## src/rtl/spart_bus_if.sv

```systemverilog
// ---------------------------------------------------------------------------
// spart_bus_if -- processor-side register bus of the SPART controller.
//
// Signals
//   iocs    chip select; qualifies every access
//   iorw    1 = read, 0 = write
//   ioaddr  register select: 00 data, 01 status, 10 divisor low, 11 divisor high
//   wdata   write data
//   rdata   read data, driven combinationally by the controller
//
// Modports
//   master  the processor / bus side (drives the access, samples rdata)
//   slave   the SPART controller (receives the access, drives rdata)
// ---------------------------------------------------------------------------
interface spart_bus_if;
  logic       iocs;
  logic       iorw;
  logic [1:0] ioaddr;
  logic [7:0] wdata;
  logic [7:0] rdata;

  modport master (
    output iocs,
    output iorw,
    output ioaddr,
    output wdata,
    input  rdata
  );

  modport slave (
    input  iocs,
    input  iorw,
    input  ioaddr,
    input  wdata,
    output rdata
  );
endinterface : spart_bus_if

```

## src/rtl/spart_ctrl.sv

```systemverilog
// ---------------------------------------------------------------------------
// spart_ctrl -- register/control block of a simple serial port.
//
// Holds the baud divisor and generates the 16x oversample tick, buffers one
// received byte with data-available / overrun flags, and buffers one byte for
// the transmitter behind a small launch FSM.
//
// Ports
//   clk       system clock, all state updates on the rising edge
//   rst       asynchronous, active-high reset
//   bus       register bus (spart_bus_if.slave): iocs, iorw, ioaddr, wdata, rdata
//   enable    16x baud tick, one clk wide
//   rx_byte   byte from the receiver
//   rx_valid  one-cycle strobe, rx_byte valid
//   tx_ready  transmitter idle and able to accept a byte
//   tx_start  one-cycle launch strobe to the transmitter
//   tx_data   byte to the transmitter (always equal to the tx hold register)
//   rda       receive data available
//   tbr       transmit buffer ready (empty)
//
// Register map
//   00  read: received byte (clears rda)      write: byte to transmit
//   01  read: {5'b0, overrun, tbr, rda}       (clears overrun)
//   10  divisor[7:0]   read/write
//   11  divisor[15:8]  read/write
// ---------------------------------------------------------------------------
module spart_ctrl #(
  parameter logic [15:0] DEFAULT_DIV = 16'd325  // 50 MHz clk, 9600 baud, 16x
) (
  input  logic             clk,
  input  logic             rst,
  spart_bus_if.slave       bus,
  output logic             enable,
  input  logic [7:0]       rx_byte,
  input  logic             rx_valid,
  input  logic             tx_ready,
  output logic             tx_start,
  output logic [7:0]       tx_data,
  output logic             rda,
  output logic             tbr
);

  typedef enum logic [1:0] {
    ADDR_DATA   = 2'b00,
    ADDR_STATUS = 2'b01,
    ADDR_DIV_LO = 2'b10,
    ADDR_DIV_HI = 2'b11
  } addr_e;

  typedef enum logic [1:0] {
    TX_EMPTY = 2'b00,
    TX_FULL  = 2'b01,
    TX_HOLD  = 2'b10
  } tx_state_e;

  // -------------------------------------------------------------------------
  // Bus access decode: every cycle with iocs high is exactly one access.
  // -------------------------------------------------------------------------
  logic  wr_en;
  logic  rd_en;
  addr_e addr;

  assign wr_en = bus.iocs & ~bus.iorw;
  assign rd_en = bus.iocs &  bus.iorw;
  assign addr  = addr_e'(bus.ioaddr);

  logic data_wr;
  logic div_lo_wr;
  logic div_hi_wr;
  logic div_wr;
  logic data_rd;
  logic stat_rd;

  assign data_wr   = wr_en && (addr == ADDR_DATA);
  assign div_lo_wr = wr_en && (addr == ADDR_DIV_LO);
  assign div_hi_wr = wr_en && (addr == ADDR_DIV_HI);
  assign div_wr    = div_lo_wr | div_hi_wr;
  assign data_rd   = rd_en && (addr == ADDR_DATA);
  assign stat_rd   = rd_en && (addr == ADDR_STATUS);

  // -------------------------------------------------------------------------
  // Baud divisor and tick generator
  // -------------------------------------------------------------------------
  logic [15:0] divisor;
  logic [15:0] div_next;
  logic [15:0] baud_cnt;

  // Byte-wise update of the divisor; the untouched byte keeps its value.
  always_comb begin
    // NOTE: every signal assigned in a combinational block gets a default
    // first, so no path can leave it unassigned and infer a latch.
    div_next = divisor;
    if (div_lo_wr) div_next[7:0]  = bus.wdata;
    if (div_hi_wr) div_next[15:8] = bus.wdata;
  end

  always_ff @(posedge clk or posedge rst) begin
    if (rst) begin
      // NOTE: state registers use non-blocking assignments so every flop
      // samples the pre-edge values, independent of statement order.
      divisor <= DEFAULT_DIV;
    end else begin
      divisor <= div_next;
    end
  end

  // Down-counter: counts divisor..0, so the tick period is divisor + 1.
  // A divisor write restarts the count from the new value on the same edge.
  // With a zero divisor the reload value is zero, which holds the counter.
  always_ff @(posedge clk or posedge rst) begin
    if (rst) begin
      baud_cnt <= DEFAULT_DIV;
    end else if (div_wr) begin
      baud_cnt <= div_next;
    end else if (baud_cnt == 16'd0) begin
      baud_cnt <= divisor;
    end else begin
      baud_cnt <= baud_cnt - 16'd1;
    end
  end

  // Tick is the terminal-count cycle; suppressed while the divisor is zero
  // and in the cycle a divisor write restarts the count.
  assign enable = (baud_cnt == 16'd0) && (divisor != 16'd0) && !div_wr;

  // -------------------------------------------------------------------------
  // Receive holding register and flags
  // -------------------------------------------------------------------------
  logic [7:0] rx_hold;
  logic       overrun;
  logic       rx_lost;

  // A new byte is only "lost" if the previous one is still unread; a data
  // read in the same cycle consumes the old byte, so that is not an overrun.
  assign rx_lost = rx_valid && rda && !data_rd;

  always_ff @(posedge clk or posedge rst) begin
    if (rst) begin
      rx_hold <= 8'h00;
      rda     <= 1'b0;
    end else if (rx_valid) begin
      rx_hold <= rx_byte;
      rda     <= 1'b1;
    end else if (data_rd) begin
      rda     <= 1'b0;
    end
  end

  // Setting wins over the status-read clear so an overrun that happens in
  // the same cycle as the status read is not lost.
  always_ff @(posedge clk or posedge rst) begin
    if (rst) begin
      overrun <= 1'b0;
    end else if (rx_lost) begin
      overrun <= 1'b1;
    end else if (stat_rd) begin
      overrun <= 1'b0;
    end
  end

  // -------------------------------------------------------------------------
  // Transmit buffer FSM
  //   TX_EMPTY --data write--> TX_FULL --tx_ready--> TX_HOLD --> TX_EMPTY
  // TX_HOLD spends one cycle ignoring tx_ready so the transmitter has time
  // to drop it after the launch strobe; without it a slow tx_ready could
  // launch the same byte twice.
  // -------------------------------------------------------------------------
  tx_state_e  tx_state_q;
  tx_state_e  tx_state_d;
  logic [7:0] tx_hold_q;
  logic       tx_start_q;
  logic       load_hold;
  logic       launch;

  always_comb begin
    tx_state_d = tx_state_q;
    load_hold  = 1'b0;
    launch     = 1'b0;
    unique case (tx_state_q)
      TX_EMPTY: begin
        if (data_wr) begin
          load_hold  = 1'b1;
          tx_state_d = TX_FULL;
        end
      end
      TX_FULL: begin
        if (tx_ready) begin
          launch     = 1'b1;
          tx_state_d = TX_HOLD;
        end
      end
      TX_HOLD: begin
        tx_state_d = TX_EMPTY;
      end
      default: begin
        tx_state_d = TX_EMPTY;
      end
    endcase
  end

  // Data writes outside TX_EMPTY never reach the hold register, so a byte
  // already queued for the transmitter cannot be corrupted.
  always_ff @(posedge clk or posedge rst) begin
    if (rst) begin
      tx_state_q <= TX_EMPTY;
      tx_hold_q  <= 8'h00;
      tx_start_q <= 1'b0;
    end else begin
      tx_state_q <= tx_state_d;
      tx_start_q <= launch;
      if (load_hold) begin
        tx_hold_q <= bus.wdata;
      end
    end
  end

  assign tx_start = tx_start_q;
  assign tx_data  = tx_hold_q;
  assign tbr      = (tx_state_q == TX_EMPTY);

  // -------------------------------------------------------------------------
  // Read data mux; idle bus reads as zero.
  // -------------------------------------------------------------------------
  always_comb begin
    bus.rdata = 8'h00;
    if (rd_en) begin
      unique case (addr)
        ADDR_DATA:   bus.rdata = rx_hold;
        ADDR_STATUS: bus.rdata = {5'b00000, overrun, tbr, rda};
        ADDR_DIV_LO: bus.rdata = divisor[7:0];
        ADDR_DIV_HI: bus.rdata = divisor[15:8];
        default:     bus.rdata = 8'h00;
      endcase
    end
  end

endmodule : spart_ctrl

```

## src/flat_wrapper.sv

```systemverilog
// flat-port wrapper written by rule: the top's interface ports become plain ports
module spart_ctrl_flat 
#(
  parameter logic [15:0] DEFAULT_DIV = 16'd325                               
)
  (clk, rst, enable, rx_byte, rx_valid, tx_ready, tx_start, tx_data, rda, tbr, bus_iocs, bus_iorw, bus_ioaddr, bus_wdata, bus_rdata);
  spart_bus_if bus_i ();
  input  logic clk;
  input  logic rst;
  output logic enable;
  input  logic [7:0] rx_byte;
  input  logic rx_valid;
  input  logic tx_ready;
  output logic tx_start;
  output logic [7:0] tx_data;
  output logic rda;
  output logic tbr;
  input wire logic [$bits(bus_i.iocs)-1:0] bus_iocs;
  input wire logic [$bits(bus_i.iorw)-1:0] bus_iorw;
  input wire logic [$bits(bus_i.ioaddr)-1:0] bus_ioaddr;
  input wire logic [$bits(bus_i.wdata)-1:0] bus_wdata;
  output wire logic [$bits(bus_i.rdata)-1:0] bus_rdata;
  assign bus_i.iocs = bus_iocs;
  assign bus_i.iorw = bus_iorw;
  assign bus_i.ioaddr = bus_ioaddr;
  assign bus_i.wdata = bus_wdata;
  assign bus_rdata = bus_i.rdata;
  spart_ctrl #(.DEFAULT_DIV(DEFAULT_DIV)) u_core (.clk(clk), .rst(rst), .bus(bus_i), .enable(enable), .rx_byte(rx_byte), .rx_valid(rx_valid), .tx_ready(tx_ready), .tx_start(tx_start), .tx_data(tx_data), .rda(rda), .tbr(tbr));
endmodule
```

## config.mk

```make
export PLATFORM = sky130hd
export DESIGN_NAME = spart_ctrl_flat
export DESIGN_NICKNAME = d
export VERILOG_FILES = /design/src/rtl/spart_bus_if.sv /design/src/rtl/spart_ctrl.sv /design/src/flat_wrapper.sv
export SDC_FILE = /design/constraint.sdc
export NUM_CORES = 1
export LEC_CHECK = 0
export CORE_MARGIN = 2
export CORE_UTILIZATION = 54
export CTS_CLUSTER_DIAMETER = 120
export DETAILED_ROUTE_END_ITERATION = 10
export PLACE_DENSITY_LB_ADDON = 0.1
export SLEW_MARGIN = 15
export SYNTH_ARGS = -nofsm -noshare
export SYNTH_HDL_FRONTEND = slang
export SYNTH_SLANG_ARGS = --single-unit
```

## constraint.sdc

```tcl
create_clock -name clk -period 2.8 [get_ports clk]
set_input_delay 0.84 -clock clk [delete_from_list [all_inputs] [get_ports clk]]
set_output_delay 0.84 -clock clk [all_outputs]
set_load 0.02 [all_outputs]
```

Yosys cells after proc, flatten, opt, wreduce, memory -nomap -nowiden
Index checks and enable logic that the tools add are counted.

word-level totals
  register bits after elaboration = 53
  bits in latches = 0
  bits in writable memories = 0
  bits in read-only memories = 0
  input port bits = 24
  memories = 0

operators by class
  add/subtract/negate cells = 1
  multiply operators = 0
  divide/modulo/power cells = 0
  magnitude comparators = 0
  eq/ne operators = 6
  shift operators = 0
  muxes and demuxes = 17
  bitwise gates (word level) = 4
  reduce and logical (&&, ||, !) cells = 18

operators by type and width
  kind                                                    number
  2-to-1 mux 16 bit                                       2
  one-hot mux 8 bit (4 select lines)                      1
  2-to-1 mux 8 bit                                        3
  zero test 16 bit                                        1
  nonzero test 16 bit                                     1
  subtractor 16 x 1 -> 16 bit (second input constant)     1
  logical AND 1 bit                                       9
  2-to-1 mux 1 bit                                        8
  equality test 2 x 1 -> 1 bit (second input constant)    2
  equality test 2 bit (second input constant)             2
  zero test 2 bit                                         2
  2-to-1 mux 2 bit                                        2
  one-hot mux 2 bit (2 select lines)                      1
  nonzero test 2 bit                                      2
  AND 1 bit                                               2
  zero test 1 bit                                         2
  inequality test 2 x 1 -> 1 bit (second input constant)  1
  inequality test 2 bit (second input constant)           1
  AND reduction 2 bit                                     1
  inverter 1 bit                                          1
  OR 1 bit                                                1

Depth between registers and ports, before layout
  depth after elaboration = 6
  gate-level depth with buffers = 7
  mapped depth without buffers = 6

Worst setup path after synthesis
No wires, ideal clock.

  path type = in2out
  start point = input port bus_ioaddr[1]
  end point = output port enable
  arrival = 1760 ps
  data required time = 1960 ps
  path slack = 200 ps
  stages on the path = 4
  cells stage by stage = buf_2 nand3b_2 nand2b_1 nor3_1

on the way
  word-level cells in the longest chain between the ends = 5
  elaborated cells on any way between the ends = 7
  those cells by class = eq/ne: 2; bitwise: 1; reduce/logical: 4

ends and longest elaborated chain
  item                                    RTL line                            source
  from (decl)                             flat_wrapper.sv:20                  input wire logic [$bits(bus_i.ioaddr)-1:0] bus_ioaddr;
  equality test 2 bit (on tied branches)  spart_ctrl.sv:75, spart_ctrl.sv:76
  logical AND 1 bit (on tied branches)    spart_ctrl.sv:75, spart_ctrl.sv:76
  OR 1 bit (*)                            spart_ctrl.sv:77                    assign div_wr = div_lo_wr | div_hi_wr;
  zero test 1 bit (*)                     spart_ctrl.sv:124                   assign enable = (baud_cnt == 16'd0) && (divisor != 16'd0) && !div_wr;
  logical AND 1 bit (*)                   spart_ctrl.sv:124
  to (decl)                               flat_wrapper.sv:10                  output logic enable;

Mark *: on every way between the ends. The rest lies on a longest branch, timed or not.

Final worst setup path
  start point = input port bus_ioaddr[1]
  end point = output port bus_rdata[0]

on the way
  word-level cells in the longest chain between the ends = 3
  elaborated cells on any way between the ends = 6
  those cells by class = eq/ne: 3; mux: 2; reduce/logical: 1

ends and longest elaborated chain
  item                                         RTL line            source
  equality test 2 bit (tied with other cells)  spart_ctrl.sv:227   unique case (addr)
  one-hot mux 8 bit (4 select lines) (*)       spart_ctrl.sv:227
  2-to-1 mux 8 bit (*)                         spart_ctrl.sv:226   if (rd_en) begin
  to (decl)                                    flat_wrapper.sv:22  output wire logic [$bits(bus_i.rdata)-1:0] bus_rdata;

Marks and branches as above.

==> flow_metrics.env <==
export IMPL_status="finished clean"
export IMPL_ys_seq_area_share_pct=46.03
export IMPL_layout_commonest_cell="dfrtp_1"
export IMPL_cts_tree="built"
export IMPL_rr_startpoint="u_core.baud_cnt[2]"
export IMPL_antenna_left=0
export IMPL_min_period_over_period_pct=99.06
export IMPL_dieWidth_um=77.32
export IMPL_hold_path_class="register to register"
export IMPL_timing_hold_ws_ps=512.9
export IMPL_dp_worst_setup_slack_ps=-725.8
export IMPL_cts_root_buffer="clkbuf_8"
export IMPL_postPlaceCellArea_mm2=0.003536
export IMPL_pin_count=44
export IMPL_dp_cells=372
export IMPL_worstPathCellList="clkdlybuf4s15_2 -> mux4_2 -> nor2b_1 -> clkdlybuf4s15_2"
export IMPL_insertedDiodeCount=0
export IMPL_cts_sinks=53
export IMPL_synth_async_sr_flop_share_pct=100.0
export IMPL_period_needed_ps=2774
export IMPL_grt_usage_pct=25.03
export IMPL_crit_top_cell="clkdlybuf4s15_2"
export IMPL_num_rows=26
export IMPL_synthCells=251
export IMPL_grt_use_met2_pct=40.00
export IMPL_wirelength_um=6848
export IMPL_critical_path_slowest_cell="mux4_2"
export IMPL_drive_gt1_share_pct=34.62
export IMPL_vias_per_cell=5.785
export IMPL_place_gp_congestion=0.8466
export IMPL_n_fill_cell=393
export IMPL_fmax_ghz=0.3605
export IMPL_max_slew_margin_pct=48.57
export IMPL_tightest_slew_ps=764.4
export IMPL_dp_hpwl_um=5129
export IMPL_wire_per_inst_um=17.93
export IMPL_hold_start="u_core.tx_data[6]"
export IMPL_worstSkewPairLatency_ps=300
export IMPL_cellLeakagePower_nw=1.540
export IMPL_final_cell_mix="dfrtp_1 (45), mux2_2 (36), clkdlybuf4s50_1 (30)"
export IMPL_crit_type="input pin to output pin"
export IMPL_fin_ws_ps=26.43
export IMPL_finalNonFillerCells=382
export IMPL_hold_buffers=0
export IMPL_core_area_mm2=0.005140
export IMPL_grt_pass1_vias=2297
export IMPL_timing_final_max_slew_violations=0
export IMPL_nets=337
export IMPL_setup_viol=0
export IMPL_syn_nets=277
export IMPL_synth_ff_type="dfrtp_1"
export IMPL_clock_skew_ps=9.300
export IMPL_finalPower_mw=2.586
export IMPL_crit_path_max_incr_delay_ps=480
export IMPL_port_buffers=43
export IMPL_vias=2210
export IMPL_hold_viol=0
export IMPL_ctsHtreeMaxLevel=2
export IMPL_grt_overflow=0
export IMPL_die_h_um=77.32
export IMPL_synth_seq_cells=53
export IMPL_drtPass1Iterations=4
export IMPL_clkTransAtPathRegs_ps=80
export IMPL_startpoint_type="input pin"
export IMPL_top_usage_layer="met2"
export IMPL_syn_area_mm2=0.002903
export IMPL_drt_initial_drc_count=228
export IMPL_crit_fanout=3
export IMPL_maxCapViolCount=0
export IMPL_ir_worst_vdd_mv=0.4866
export IMPL_clk_path_buf_depth=2
export IMPL_cp_end_kind="output pin"
export IMPL_finish_instance_area_mm2=0.003655
export IMPL_worst_ep_arrival_time_ps=1930
export IMPL_final_core_util_pct=71.11
export IMPL_antenna_found_initial=0
export IMPL_synth_distinct_cells=52
export IMPL_fp_dieArea_mm2=0.005978
export IMPL_startpoint="bus_ioaddr[1]"
export IMPL_grt_pass1_wl_um=11640
export IMPL_grt_max_degree=38
export IMPL_area_delta_synth_final_pct=25.91
export IMPL_setup_tns_ps=0
export IMPL_yosysWarningCount=0
export IMPL_drcViolationCount=0
export IMPL_cts_buffers=5
export IMPL_syn_avg_cell_area_um2=11.56
export IMPL_use_met3_pct=4.706
export IMPL_grtUsageMet1_pct=33.46
export IMPL_powerDensity_mw_per_mm2=707.5
export IMPL_synth_edff_count=0
export IMPL_critPathRequiredTime_ps=1960
export IMPL_start_util_pct=56.48
==> metal layers <==
metal,vias up,part of all wire (%)
met5,-,0
met2,65,48
li1,1062,-
met3,15,3.9
met4,0,3.0
met1,1068,45
==> worst paths after layout <==
| check | depth (start not counted) | to | slack, ps |
|---|---|---|---|
| min in group asynchronous | 2 | u_core.rx_hold[4] | 830 |
| max in group asynchronous | 3 | u_core.divisor[8] | 1380 |
| worst min-delay path | 1 | u_core.tx_data[6] | 510 |
| worst max-delay path | 4 | bus_rdata[0] | 30 |
| worst max register to register | 5 | u_core.baud_cnt[3] | 730 |
| worst min register to register | 1 | u_core.tx_data[6] | 510 |
==> flip-flops by register name (all words and copies together), names as in the netlist <==
register / flops
u_core.divisor: 16
u_core.rx_hold: 8
u_core.baud_cnt: 16
u_core.tx_state_q: 2
u_core.tx_start: 1
u_core.tx_data: 8
u_core.rda: 1
u_core.overrun: 1
==> power breakdown <==
part	switching, mW	internal [mW]	total [mW]	leakage (nW)
logic	0.433	0.489	0.922	0.865
clock network	0.238	0.224	0.462	0.0542
registers	0.223	0.979	1.20	0.620
==> kinds of logic after synthesis <==
logic type                 after synthesis  share of synthesized area [%]
muxes                                   42                          17.33
and+or+nand+nor                         77                          17.41
adders and majority gates                2                         0.8619
DFF                                     53                          46.03
buffers and inverters                   24                          4.224
xor gates and xnor gates                 8                          2.414
AOI/OAI and AO/OA                       45                          11.72
==> worst max-delay path, delay by kind of cell <==
family | cells | cell delay [ps]
buf+inv | 2 | 470
mux | 1 | 480
simple gates | 1 | 150
==> cell type report <==
cell class,count,area [µm²],share of cell area [%]
multi-input combinational,174,1468,40.16
clock inverter,1,5.005,0.1369
sequential,53,1336,36.56
timing repair buffer,68,628.1,17.19
inverter,9,33.78,0.9243
tap,70,87.58,2.396
clock buffer,7,96.34,2.636
==> synthesized netlist by cell type, types with 3 or more instances <==
library cell	number	share of area (%)
dfrtp_1	45	39
mux2_2	36	14
nor2_1	15	1.9
inv_1	9	1.2
buf_2	8	1.4
dfstp_2	8	7.2
nand2_1	8	1.0
nor3_1	8	1.4
nor4_1	8	1.7
o21ai_0	8	1.4
o31ai_1	6	1.6
a21oi_1	5	0.86
a22oi_1	5	1.3
a2bb2oi_1	4	1.2
nand2b_1	4	0.86
nand4_1	4	0.86
nor2b_1	4	0.86
o2bb2ai_1	4	1.2
xnor2_1	4	1.2
xor2_1	4	1.2
a21o_1	3	0.78
and3_1	3	0.65
and4_1	3	0.91
clkbuf_1	3	0.39
mux2i_1	3	1.0
mux4_2	3	2.3
nor4_4	3	2.2
==> what timing repair did <==
action | in CTS | in global routing
hold endpoints to repair | 0 | 0
cloned | 1 | 0
gates resized for setup | 50 | 1
buffers inserted | 1 | 0
endpoints found under the setup margin | 9 | 1
Note: power is estimated with default switching activity, not from simulation.
